**src/rtl/rgb_color_seq.sv**
```systemverilog
// RGB colour sequencer: debounced buttons step a writable palette or force a default colour, output jumps or fades.
// Latency: button edge to RGBcolor is 4+DEB_CYCLES clocks; palette write to RGBcolor is 2 clocks (FADE_DIV=0).
// Backpressure: none; the inputs are sampled every clock and the output is always valid.
module rgb_color_seq #(
    parameter int                   CH_W        = 8,
    parameter int                   NUM_COLORS  = 4,
    parameter int                   DEB_CYCLES  = 12000,
    parameter int                   FADE_DIV    = 0,
    parameter logic [3*CH_W-1:0]    DEFAULT_RGB = (3*CH_W)'(24'h5F5F5F)
) (
    input  logic                            clk,
    input  logic                            rst_n,
    input  logic [1:0]                      button,
    input  logic                            pal_we,
    input  logic [$clog2(NUM_COLORS)-1:0]   pal_addr,
    input  logic [3*CH_W-1:0]               pal_data,
    output logic [3*CH_W-1:0]               RGBcolor,
    output logic [$clog2(NUM_COLORS)-1:0]   color_idx,
    output logic                            busy
);

    localparam int RGB_W    = 3 * CH_W;
    localparam int IDX_W    = $clog2(NUM_COLORS);
    localparam int DEB_W    = $clog2(DEB_CYCLES + 1);
    localparam int TICK_W   = (FADE_DIV > 1) ? $clog2(FADE_DIV) : 1;
    localparam int TICK_MAX = (FADE_DIV > 0) ? FADE_DIV - 1 : 0;

    // Reset palette levels: M is half scale, W is quarter scale.
    localparam logic [CH_W-1:0] CH_M = CH_W'((1 << (CH_W - 1)) - 1);
    localparam logic [CH_W-1:0] CH_W_LVL = CH_W'((1 << (CH_W - 2)) - 1);
    localparam logic [CH_W-1:0] CH_Z = '0;

    function automatic logic [RGB_W-1:0] pal_init(input int i);
        case (i)
            0:       return {CH_W_LVL, CH_W_LVL, CH_W_LVL};
            1:       return {CH_M, CH_Z, CH_Z};
            2:       return {CH_Z, CH_M, CH_Z};
            3:       return {CH_Z, CH_Z, CH_M};
            default: return '0;
        endcase
    endfunction

    logic [1:0]             sync1_q, sync1_d;
    logic [1:0]             sync2_q, sync2_d;
    logic [1:0]             deb_q, deb_d;
    logic [1:0]             deb_prev_q, deb_prev_d;
    logic [1:0][DEB_W-1:0]  deb_cnt_q, deb_cnt_d;
    logic [IDX_W-1:0]       idx_q, idx_d;
    logic [RGB_W-1:0]       pal_q [NUM_COLORS];
    logic [RGB_W-1:0]       pal_d [NUM_COLORS];
    logic [RGB_W-1:0]       target_q, target_d;
    logic [RGB_W-1:0]       rgb_q, rgb_d;
    logic [TICK_W-1:0]      tick_q, tick_d;
    logic                   tick;

    // Two-flop synchronisers, then a per-bit run-length debounce of the synchronised value.
    always_comb begin
        sync1_d    = button;
        sync2_d    = sync1_q;
        deb_d      = deb_q;
        deb_prev_d = deb_q;
        deb_cnt_d  = '0;
        for (int b = 0; b < 2; b++) begin
            if (sync2_q[b] != deb_q[b]) begin
                if (deb_cnt_q[b] == DEB_W'(DEB_CYCLES - 1)) begin
                    deb_d[b] = sync2_q[b];
                end else begin
                    deb_cnt_d[b] = deb_cnt_q[b] + DEB_W'(1);
                end
            end
        end
    end

    // Step the index on a debounced rise, apply palette writes, pick the target colour.
    // The override uses the delayed debounced bit so it shares the step path's latency.
    always_comb begin
        idx_d = idx_q;
        if (deb_q[0] && !deb_prev_q[0]) begin
            idx_d = idx_q + IDX_W'(1);
        end
        pal_d = pal_q;
        if (pal_we) begin
            pal_d[pal_addr] = pal_data;
        end
        target_d = deb_prev_q[1] ? DEFAULT_RGB : pal_q[idx_q];
    end

    // Output stage: copy the target, or walk each channel one LSB toward it on every fade tick.
    always_comb begin
        tick   = (FADE_DIV > 0) && (tick_q == TICK_W'(TICK_MAX));
        tick_d = tick_q + TICK_W'(1);
        if (FADE_DIV == 0 || tick) begin
            tick_d = '0;
        end
        rgb_d = rgb_q;
        if (FADE_DIV == 0) begin
            rgb_d = target_q;
        end else if (tick) begin
            for (int c = 0; c < 3; c++) begin
                if (rgb_q[c*CH_W +: CH_W] < target_q[c*CH_W +: CH_W]) begin
                    rgb_d[c*CH_W +: CH_W] = rgb_q[c*CH_W +: CH_W] + CH_W'(1);
                end else if (rgb_q[c*CH_W +: CH_W] > target_q[c*CH_W +: CH_W]) begin
                    rgb_d[c*CH_W +: CH_W] = rgb_q[c*CH_W +: CH_W] - CH_W'(1);
                end
            end
        end
    end

    // State registers with synchronous active-low reset; the palette reloads its default contents.
    always_ff @(posedge clk) begin
        if (!rst_n) begin
            sync1_q    <= '0;
            sync2_q    <= '0;
            deb_q      <= '0;
            deb_prev_q <= '0;
            deb_cnt_q  <= '0;
            idx_q      <= '0;
            target_q   <= '0;
            rgb_q      <= '0;
            tick_q     <= '0;
            for (int i = 0; i < NUM_COLORS; i++) begin
                pal_q[i] <= pal_init(i);
            end
        end else begin
            sync1_q    <= sync1_d;
            sync2_q    <= sync2_d;
            deb_q      <= deb_d;
            deb_prev_q <= deb_prev_d;
            deb_cnt_q  <= deb_cnt_d;
            idx_q      <= idx_d;
            target_q   <= target_d;
            rgb_q      <= rgb_d;
            tick_q     <= tick_d;
            pal_q      <= pal_d;
        end
    end

    assign RGBcolor  = rgb_q;
    assign color_idx = idx_q;
    assign busy      = (rgb_q != target_q);

endmodule

```
**config.mk**
```make
export PLATFORM = sky130hd
export DESIGN_NAME = rgb_color_seq
export DESIGN_NICKNAME = d
export VERILOG_FILES = /design/src/rtl/rgb_color_seq.sv
export SDC_FILE = /design/constraint.sdc
export NUM_CORES = 1
export LEC_CHECK = 0
export BUFFER_PORTS_ARGS = -buffer_cell sky130_fd_sc_hd__buf_4
export CORE_MARGIN = 2
export CORE_UTILIZATION = 59
export DETAILED_ROUTE_END_ITERATION = 16
export PLACE_DENSITY = 0.76
export SETUP_SLACK_MARGIN = 0.3
export SLEW_MARGIN = 20
export SYNTH_ARGS = -nofsm -noshare
export SYNTH_HDL_FRONTEND = slang
export SYNTH_SLANG_ARGS = --single-unit
```
**constraint.sdc**
```tcl
create_clock -name clk -period 2.2 [get_ports clk]
set_input_delay 0.44 -clock clk [delete_from_list [all_inputs] [get_ports clk]]
set_output_delay 0.44 -clock clk [all_outputs]
set_load 0.05 [all_outputs]
```
==> reports/metrics.cfg, run 1 <==
[power_and_ir_drop]
p_leak_nw=3.273
vdd_drop_max_uv=563.4
p_per_area_nw_per_um2=865.6
total_power_mw=7.319

[routing]
drc_errors=0
drt_first_pass_iters=9
wire_per_inst_um=16.88
antenna_left=0
vias_per_cell=5.627
num_vias=5419
wl_mm=16.26
drt-initial-drc-count=470

[timing]
worst_pin_slew_ns=0.6219
finalHoldViolCount=0
fin_crit_sh_pct=97.70
rsz0062_at_grt=true
clock_skew_ns=0.008042
report.final.setup_viol=0
max_freq_ghz=0.4652
fin_crit_ns=2.149
relSlewSlack_pct=58.54
setup_ws_ns=0.05060
slew_violations=0
holdWs_ns=0.2155

[grt]
grt.overflow.total=0
grt_pass1_vias=5274
grt_first_pass_wirelength_mm=26.06
grt_max_degree=46
antenna_found_initial=1
grt_usage_pct=25.82

[clocking]
path_clk_slew_ns=0.07
htree_num_levels=4
clock_latency_ns=0.43
postCtsHoldBufs=0
clock-sinks=182
clk_path_buf_depth=2
cts_buffers=17
cts_tree=done
clock-root-buffer=clkbuf_16

[hold_path]
hold_path_class=in2reg

[synthesis]
synthesis.nets=792
synth.distinct_cells=35
synth-edff-count=0
syn_inst=759
syn_area_sq_um=7163
ys_seq_area_share_pct=50.86
yosysTopAreaCell=dfxtp_1
synth-seq-cells=182
synth_warnings=0
avgSynthCellArea_sq_um=9.438
yosysMostFrequentCell=nand2_1
yosys_most_used_dff=dfxtp_1
synth_common_cells=nand2_1, dfxtp_1, a21boi_0
async_flop_share_pct=0
synthTopCellsByArea=dfxtp_1, nand2_1, mux4_2
yosysTopAreaCellShare_pct=50.86

[floorplan]
initial_core_util_pct=60.14
io_pins=58
die_y_um=114.2
rows=40
die_area_sq_um=13040
coreArea_sq_um=11910
die_w_um=114.2

[place]
placed_area_sq_um=7695
port_buffers=57
pre_cts_ws_ns=0.3620
hpwl_mm=10.33
gp_congestion=0.7621

[worst_setup_path]
crit_required_ns=1.76
end_kind=output port
path_class=reg2out
startpoint_type=flip-flop
cp.arrival_ns=1.71
crit_fanout=2

[cells_and_area]
finalInstanceArea_sq_um=8456
syn_to_final_growth_pct=18.04
final_nets=835
drive_gt1_share_pct=19.88

[job]
max_cap_viol_count=0

[outcome]
status=completed

-- worst max-delay path, stage by stage (launching register included) --
cell,delay (ns)
dfxtp_1,0.36
xnor2_1,0.13
nand4_1,0.17
nor4_2,0.33
nand3_2,0.12
buf_8,0.17
-- path summary, 6_finish.rpt --
path	end	slack [ns]	start	cells after the start
max	busy	0.05	rgb_d[23]	5
min	sync1_q[0]	0.22	button[0]	2
max reg2reg	deb_cnt_q[12]	0.50	deb_cnt_q[12]	4
min reg2reg	sync2_q[1]	0.45	sync1_q[1]	1
-- registers in the layout, summed over array words and instances (netlist names) --
register    flops
deb_cnt_q      28
pal_q          96
color_idx       2
rgb_d          24
deb_prev_q      2
sync2_q         2
deb_prev_d      2
RGBcolor       24
sync1_q         2
-- cell families after synthesis --
| logic type | after synthesis | share of synthesized area, % |
|---|---|---|
| compound gates | 76 | 7.930 |
| xor+xnor | 52 | 6.358 |
| fa+ha+maj | 2 | 0.3493 |
| buf+inv | 53 | 3.074 |
| flops | 182 | 50.86 |
| mux | 25 | 7.686 |
| simple gates | 369 | 23.74 |
-- per-stage QoR --
stage          TNS (ns)  utilization [%]  cells
2_1_floorplan         0                -    759
3_3_place_gp          0            64.60    929
3_5_place_dp          0            64.60    929
4_1_cts               0            70.62    962
5_1_grt        -0.01478            70.97    962
6_report              0            70.99    963
-- power by group --
group	internal [mW]	total, mW	switching (mW)	leakage, nW
registers	3.42	3.50	0.0785	1.50
clock network	2.02	3.29	1.27	0.304
logic	0.224	0.532	0.308	1.47
-- metal layers --
metal  vias up  global-route usage, %  routed length [um]
li1       2614                      -                   -
met5         -                      0                   0
met1      2597                  32.26                6789
met3        26                  6.458                1005
met4         0                  8.618                 275
met2       182                  43.93                8189
-- cell type report --
cell class	count	area, sq um
sequential	182	3666
fill	866	3456
multi-input combinational	524	3381
timing repair buffer	73	555.5
clock buffer	21	480.5
tap	147	183.9
clock inverter	11	171.4
inverter	4	15.01
antenna	1	2.502
-- placed cells by master (no fill, tap or decap), types with 2 or more instances in the layout --
master | Yosys | layout
nor4_1 | 7 | 6
buf_4 | 1 | 72
dfxtp_2 | 0 | 15
nor2_1 | 31 | 31
a21boi_0 | 57 | 57
xnor2_1 | 31 | 23
ha_1 | 2 | 2
nand2_1 | 205 | 205
and4_1 | 3 | 3
nor3_1 | 6 | 6
dfxtp_1 | 182 | 166
and3_1 | 3 | 3
clkbuf_8 | 0 | 4
bufinv_16 | 0 | 4
o21a_1 | 18 | 18
nand3_2 | 0 | 2
mux4_2 | 24 | 24
clkinvlp_4 | 0 | 5
inv_1 | 4 | 4
nor2b_1 | 8 | 8
nand3_1 | 51 | 49
clkbuf_16 | 0 | 17
nand4_1 | 14 | 14
and2_1 | 31 | 31
xor2_1 | 21 | 21
xnor2_2 | 0 | 8
-- what timing repair did --
action,CTS,global route
pin swaps,8,9
gates resized for setup,14,13
endpoints found under the setup margin,2,14
setup buffers,1,0
Note: power is estimated with default switching activity, not from simulation.
==> run 2, diff against run 1 <==
Settings changed: BUFFER_PORTS_ARGS -buffer_cell sky130_fd_sc_hd__buf_4 to -buffer_cell sky130_fd_sc_hd__buf_2.
==> reports/metrics.cfg, run 2 (synthesis gave the netlist of run 1 again) <==
[timing]
fin_crit_ns=2.111
holdWs_ns=0.2235
setup_tns_ns=0
report.final.setup_viol=0
worst_pin_slew_ns=0.6421
rsz0062_at_grt=true
clock_skew_ns=0.007757
relSlewSlack_pct=57.19
slew_violations=0
max_freq_ghz=0.4738
fin_crit_sh_pct=95.93
finalHoldViolCount=0

[clocking]
htree_num_levels=4
path_clk_slew_ns=0.07
cts_tree=done
clock-root-buffer=clkbuf_16
clk_path_buf_depth=2
clock-sinks=182
clock_latency_ns=0.43
cts_buffers=17
postCtsHoldBufs=0

[grt]
use_met2_pct=41.03
grt_pass1_vias=5138
grt-busiest-layer=met2
grt_usage_pct=25.05
grt_max_degree=46
grt.met3_usage_pct=4.923
grt.overflow.total=0
grt_util_met1_pct=33.06
grt_first_pass_wirelength_mm=25.43
antenna_found_initial=0

[routing]
num_vias=5342
wire_per_inst_um=16.28
antenna_left=0
wl_mm=15.65
drc_errors=0
drt_first_pass_iters=6
drt-initial-drc-count=573
vias_per_cell=5.559

[cells_and_area]
drive_gt1_share_pct=17.81
syn_to_final_growth_pct=15.04
largest_register_ffs=96
largestRegisters=pal_q: 96 flops, deb_cnt_q: 28 flops
final_util_pct=69.18
final_cell_mix=nand2_1, dfxtp_1, a21boi_0, buf_2, nand3_1
antennaDiodeCount=0
regMostFlops=pal_q
final_nets=834
final_common_cell=nand2_1

[worst_setup_path]
crit_required_ns=1.76
path_class=reg2out
crit_path_top_delay_cell=dfxtp_2
worstPathCellList=xnor2_2 -> nand4_1 -> nor4_2 -> nand3_2 -> buf_6
cp.buffers_inverters=1
crit_fanout=2
cp.arrival_ns=1.67
critPathTopFamily=simple AND/OR/NAND/NOR gates
end_kind=output port
critPathMaxStageDelay_ns=0.34
startpoint_type=flip-flop

[floorplan]
initial_core_util_pct=60.14
die_y_um=114.2
coreArea_sq_um=11910
die_area_sq_um=13040
rows=40
die_w_um=114.2
io_pins=58

[outcome]
status=completed

[power_and_ir_drop]
comb_power_share_pct=6.9
p_clk_share_pct=44.7
sw_frac_of_total_pct=23.09
total_power_mw=7.221
p_per_area_nw_per_um2=876.3
p_leak_nw=3.222
seqPwrFrac_pct=48.4
vdd_drop_max_uv=603.9
switching_power_mw=1.667
power.internal_mw=5.554

[hold_path]
hold_path_class=in2reg

[job]
max_cap_viol_count=0

[place]
hpwl_mm=9.967
port_buffers=57
gp_congestion=0.7624

[run 2: cell count changes in the layout (fill, tap and decap cells not counted), sizes merged]
cell and delta:
clkbuf -3, clkinv +5, buf -1, inv +3, diode -1, clkinvlp -5
[run 2: metal layers]
| layer | wire (um) | share of wire (%) | vias up |
|---|---|---|---|
| met5 | 0 | 0 | - |
| met4 | 246 | 1.6 | 0 |
| met3 | 1051 | 6.7 | 21 |
| met2 | 7696 | 49 | 184 |
| met1 | 6652 | 43 | 2530 |
| li1 | - | - | 2607 |
[run 2: what timing repair did]
item,4_1_cts,5_1_grt
pin swaps,4,0
buffers inserted,0,0
setup endpoints to repair,2,4
resized for setup,10,2
[run 2: layout make-up]
class | count | area (sq um)
Clock inverter | 14 | 196.4
Multi-Input combinational cell | 524 | 3343
Tap cell | 147 | 183.9
Timing Repair Buffer | 72 | 410.4
Clock buffer | 18 | 439.2
Sequential cell | 182 | 3652
Inverter | 4 | 15.01
Fill cell | 902 | 3671
[run 2: path summary, 6_finish.rpt]
check	from	endpoint	slack (ns)	depth (start not counted)
min reg2reg	sync1_q[0]	sync2_q[0]	0.46	1
max reg2reg	deb_cnt_q[12]	deb_cnt_q[8]	0.51	4
min	button[1]	sync1_q[1]	0.22	2
max	RGBcolor[14]	busy	0.09	5
[run 2: stage by stage]
stage,setup slack (ns),instances,cell area [sq um]
floorplan,0.2378,759,7171
detailed placement,0.4431,929,7555
global route,0.009756,961,8240
finish,0.08946,961,8240
CTS,0.03811,961,8232
global placement,0.4293,929,7555
[run 2: power by group through the flow]
stage               Sequential, mW  Combinational (mW)  Clock (mW)
CTS                           3.49               0.500        3.27
global route                  3.50               0.545        3.41
global placement              3.56               0.479           0
detailed placement            3.56               0.491           0
floorplan                     3.62               0.268           0
finish                        3.49               0.500        3.23
==> run 3, diff against run 2 <==
Settings changed: PLACE_DENSITY 0.76 to 0.79.
==> reports/metrics.cfg, run 3 (synthesis gave the netlist of run 1 again) <==
[clocking]
cts_tree=done
clock_latency_ns=0.43
clock-sinks=182
clock-root-buffer=clkbuf_16
cts_buffers=17
path_clk_slew_ns=0.06
htree_num_levels=4
postCtsHoldBufs=0
clk_path_buf_depth=2

[worst_setup_path]
startpoint_type=flip-flop
crit_fanout=2
cp.arrival_ns=1.71
path_class=reg2out
end_kind=output port
crit_required_ns=1.76

[cells_and_area]
final_nets=833
syn_to_final_growth_pct=15.81
finalNonFillerCells=960
largest_register_ffs=96
drive_gt1_share_pct=19.68
final_common_cell=nand2_1
finalInstanceArea_sq_um=8295
largestRegisters=pal_q: 96 flops, deb_cnt_q: 28 flops
regMostFlops=pal_q
final_cell_mix=nand2_1, dfxtp_1, a21boi_0, buf_2, nand3_1
antennaDiodeCount=0

[outcome]
status=completed

[timing]
slew_violations=0
relSlewSlack_pct=57.18
finalHoldViolCount=0
report.final.setup_viol=0
rsz0062_at_grt=true
worst_pin_slew_ns=0.6423
setup_ws_ns=0.04612
holdWs_ns=0.2223
clock_skew_ns=0.006987
fin_crit_sh_pct=97.90
fin_crit_ns=2.154
max_freq_ghz=0.4643

[job]
max_cap_viol_count=0

[power_and_ir_drop]
total_power_mw=7.129
sw_frac_of_total_pct=22.94
power.internal_mw=5.493
comb_power_share_pct=7.1
switching_power_mw=1.636
p_per_area_nw_per_um2=859.4
p_clk_share_pct=43.9
vdd_drop_max_uv=586.6
p_leak_nw=3.242
seqPwrFrac_pct=49.0

[grt]
grt_first_pass_wirelength_mm=25.06
grt.overflow.total=0
grt_usage_pct=24.79
antenna_found_initial=1
grt_pass1_vias=5264
grt_max_degree=76

[routing]
vias_per_cell=5.569
drt_first_pass_iters=5
wl_mm=15.50
wire_per_inst_um=16.15
num_vias=5346
drt-initial-drc-count=459
drc_errors=0
antenna_left=0

[floorplan]
die_w_um=114.2
coreArea_sq_um=11910
io_pins=58
rows=40
die_area_sq_um=13040
die_y_um=114.2
initial_core_util_pct=60.14

[place]
gp_congestion=0.8171
port_buffers=57
dp_cells=928
placed_area_sq_um=7572
pre_cts_ws_ns=0.4118
hpwl_mm=9.925

[hold_path]
hold_path_class=in2reg

==> run 3: critical path: stages, from the launching register on <==
cell,delay [ns]
dfxtp_2,0.33
xnor2_2,0.16
nand4_1,0.13
nor4_2,0.36
nand3_2,0.13
buf_8,0.18
==> run 3: power by group through the flow <==
stage	logic, mW	clock network (mW)	registers, mW
4_1_cts	0.498	3.15	3.49
6_report	0.503	3.13	3.49
2_1_floorplan	0.268	0	3.62
3_5_place_dp	0.491	0	3.56
3_3_place_gp	0.476	0	3.56
5_1_grt	0.546	3.30	3.51
==> run 3: metal layers <==
metal	share of wire [%]	global-route usage, %	wire length (um)	up-vias
met5	0.077	0	12	-
met4	0.96	8.455	149	2
met3	5.8	6.300	902	19
met2	49	41.47	7594	156
met1	44	31.45	6844	2568
li1	-	-	-	2601
==> run 3: timing repair <==
item	CTS	global route
gates resized for setup	9	21
pin swaps	3	10
buffers inserted	0	0
endpoints found under the setup margin	3	15
==> run 3: layout make-up <==
class	count	area, sq um
Timing Repair Buffer	71	430.4
Inverter	4	15.01
Clock buffer	20	466.7
Multi-Input combinational cell	524	3381
Tap cell	147	183.9
Fill cell	883	3616
Sequential cell	182	3669
Clock inverter	12	150.1
==> run 3: stage by stage <==
stage	setup TNS, ns	utilization (%)
2_1_floorplan	0	-
3_3_place_gp	0	63.57
3_5_place_dp	0	63.57
4_1_cts	0	69.02
5_1_grt	-0.04633	69.64
6_report	0	69.64
==> run 3: worst paths after layout <==
kind                  from      endpoint  slack [ns]  cells after the start
max              rgb_d[14]          busy        0.05                      5
min              button[0]    sync1_q[0]        0.22                      2
max reg2reg  deb_cnt_q[12]  deb_cnt_q[9]        0.51                      4
min reg2reg     sync1_q[0]    sync2_q[0]        0.44                      1
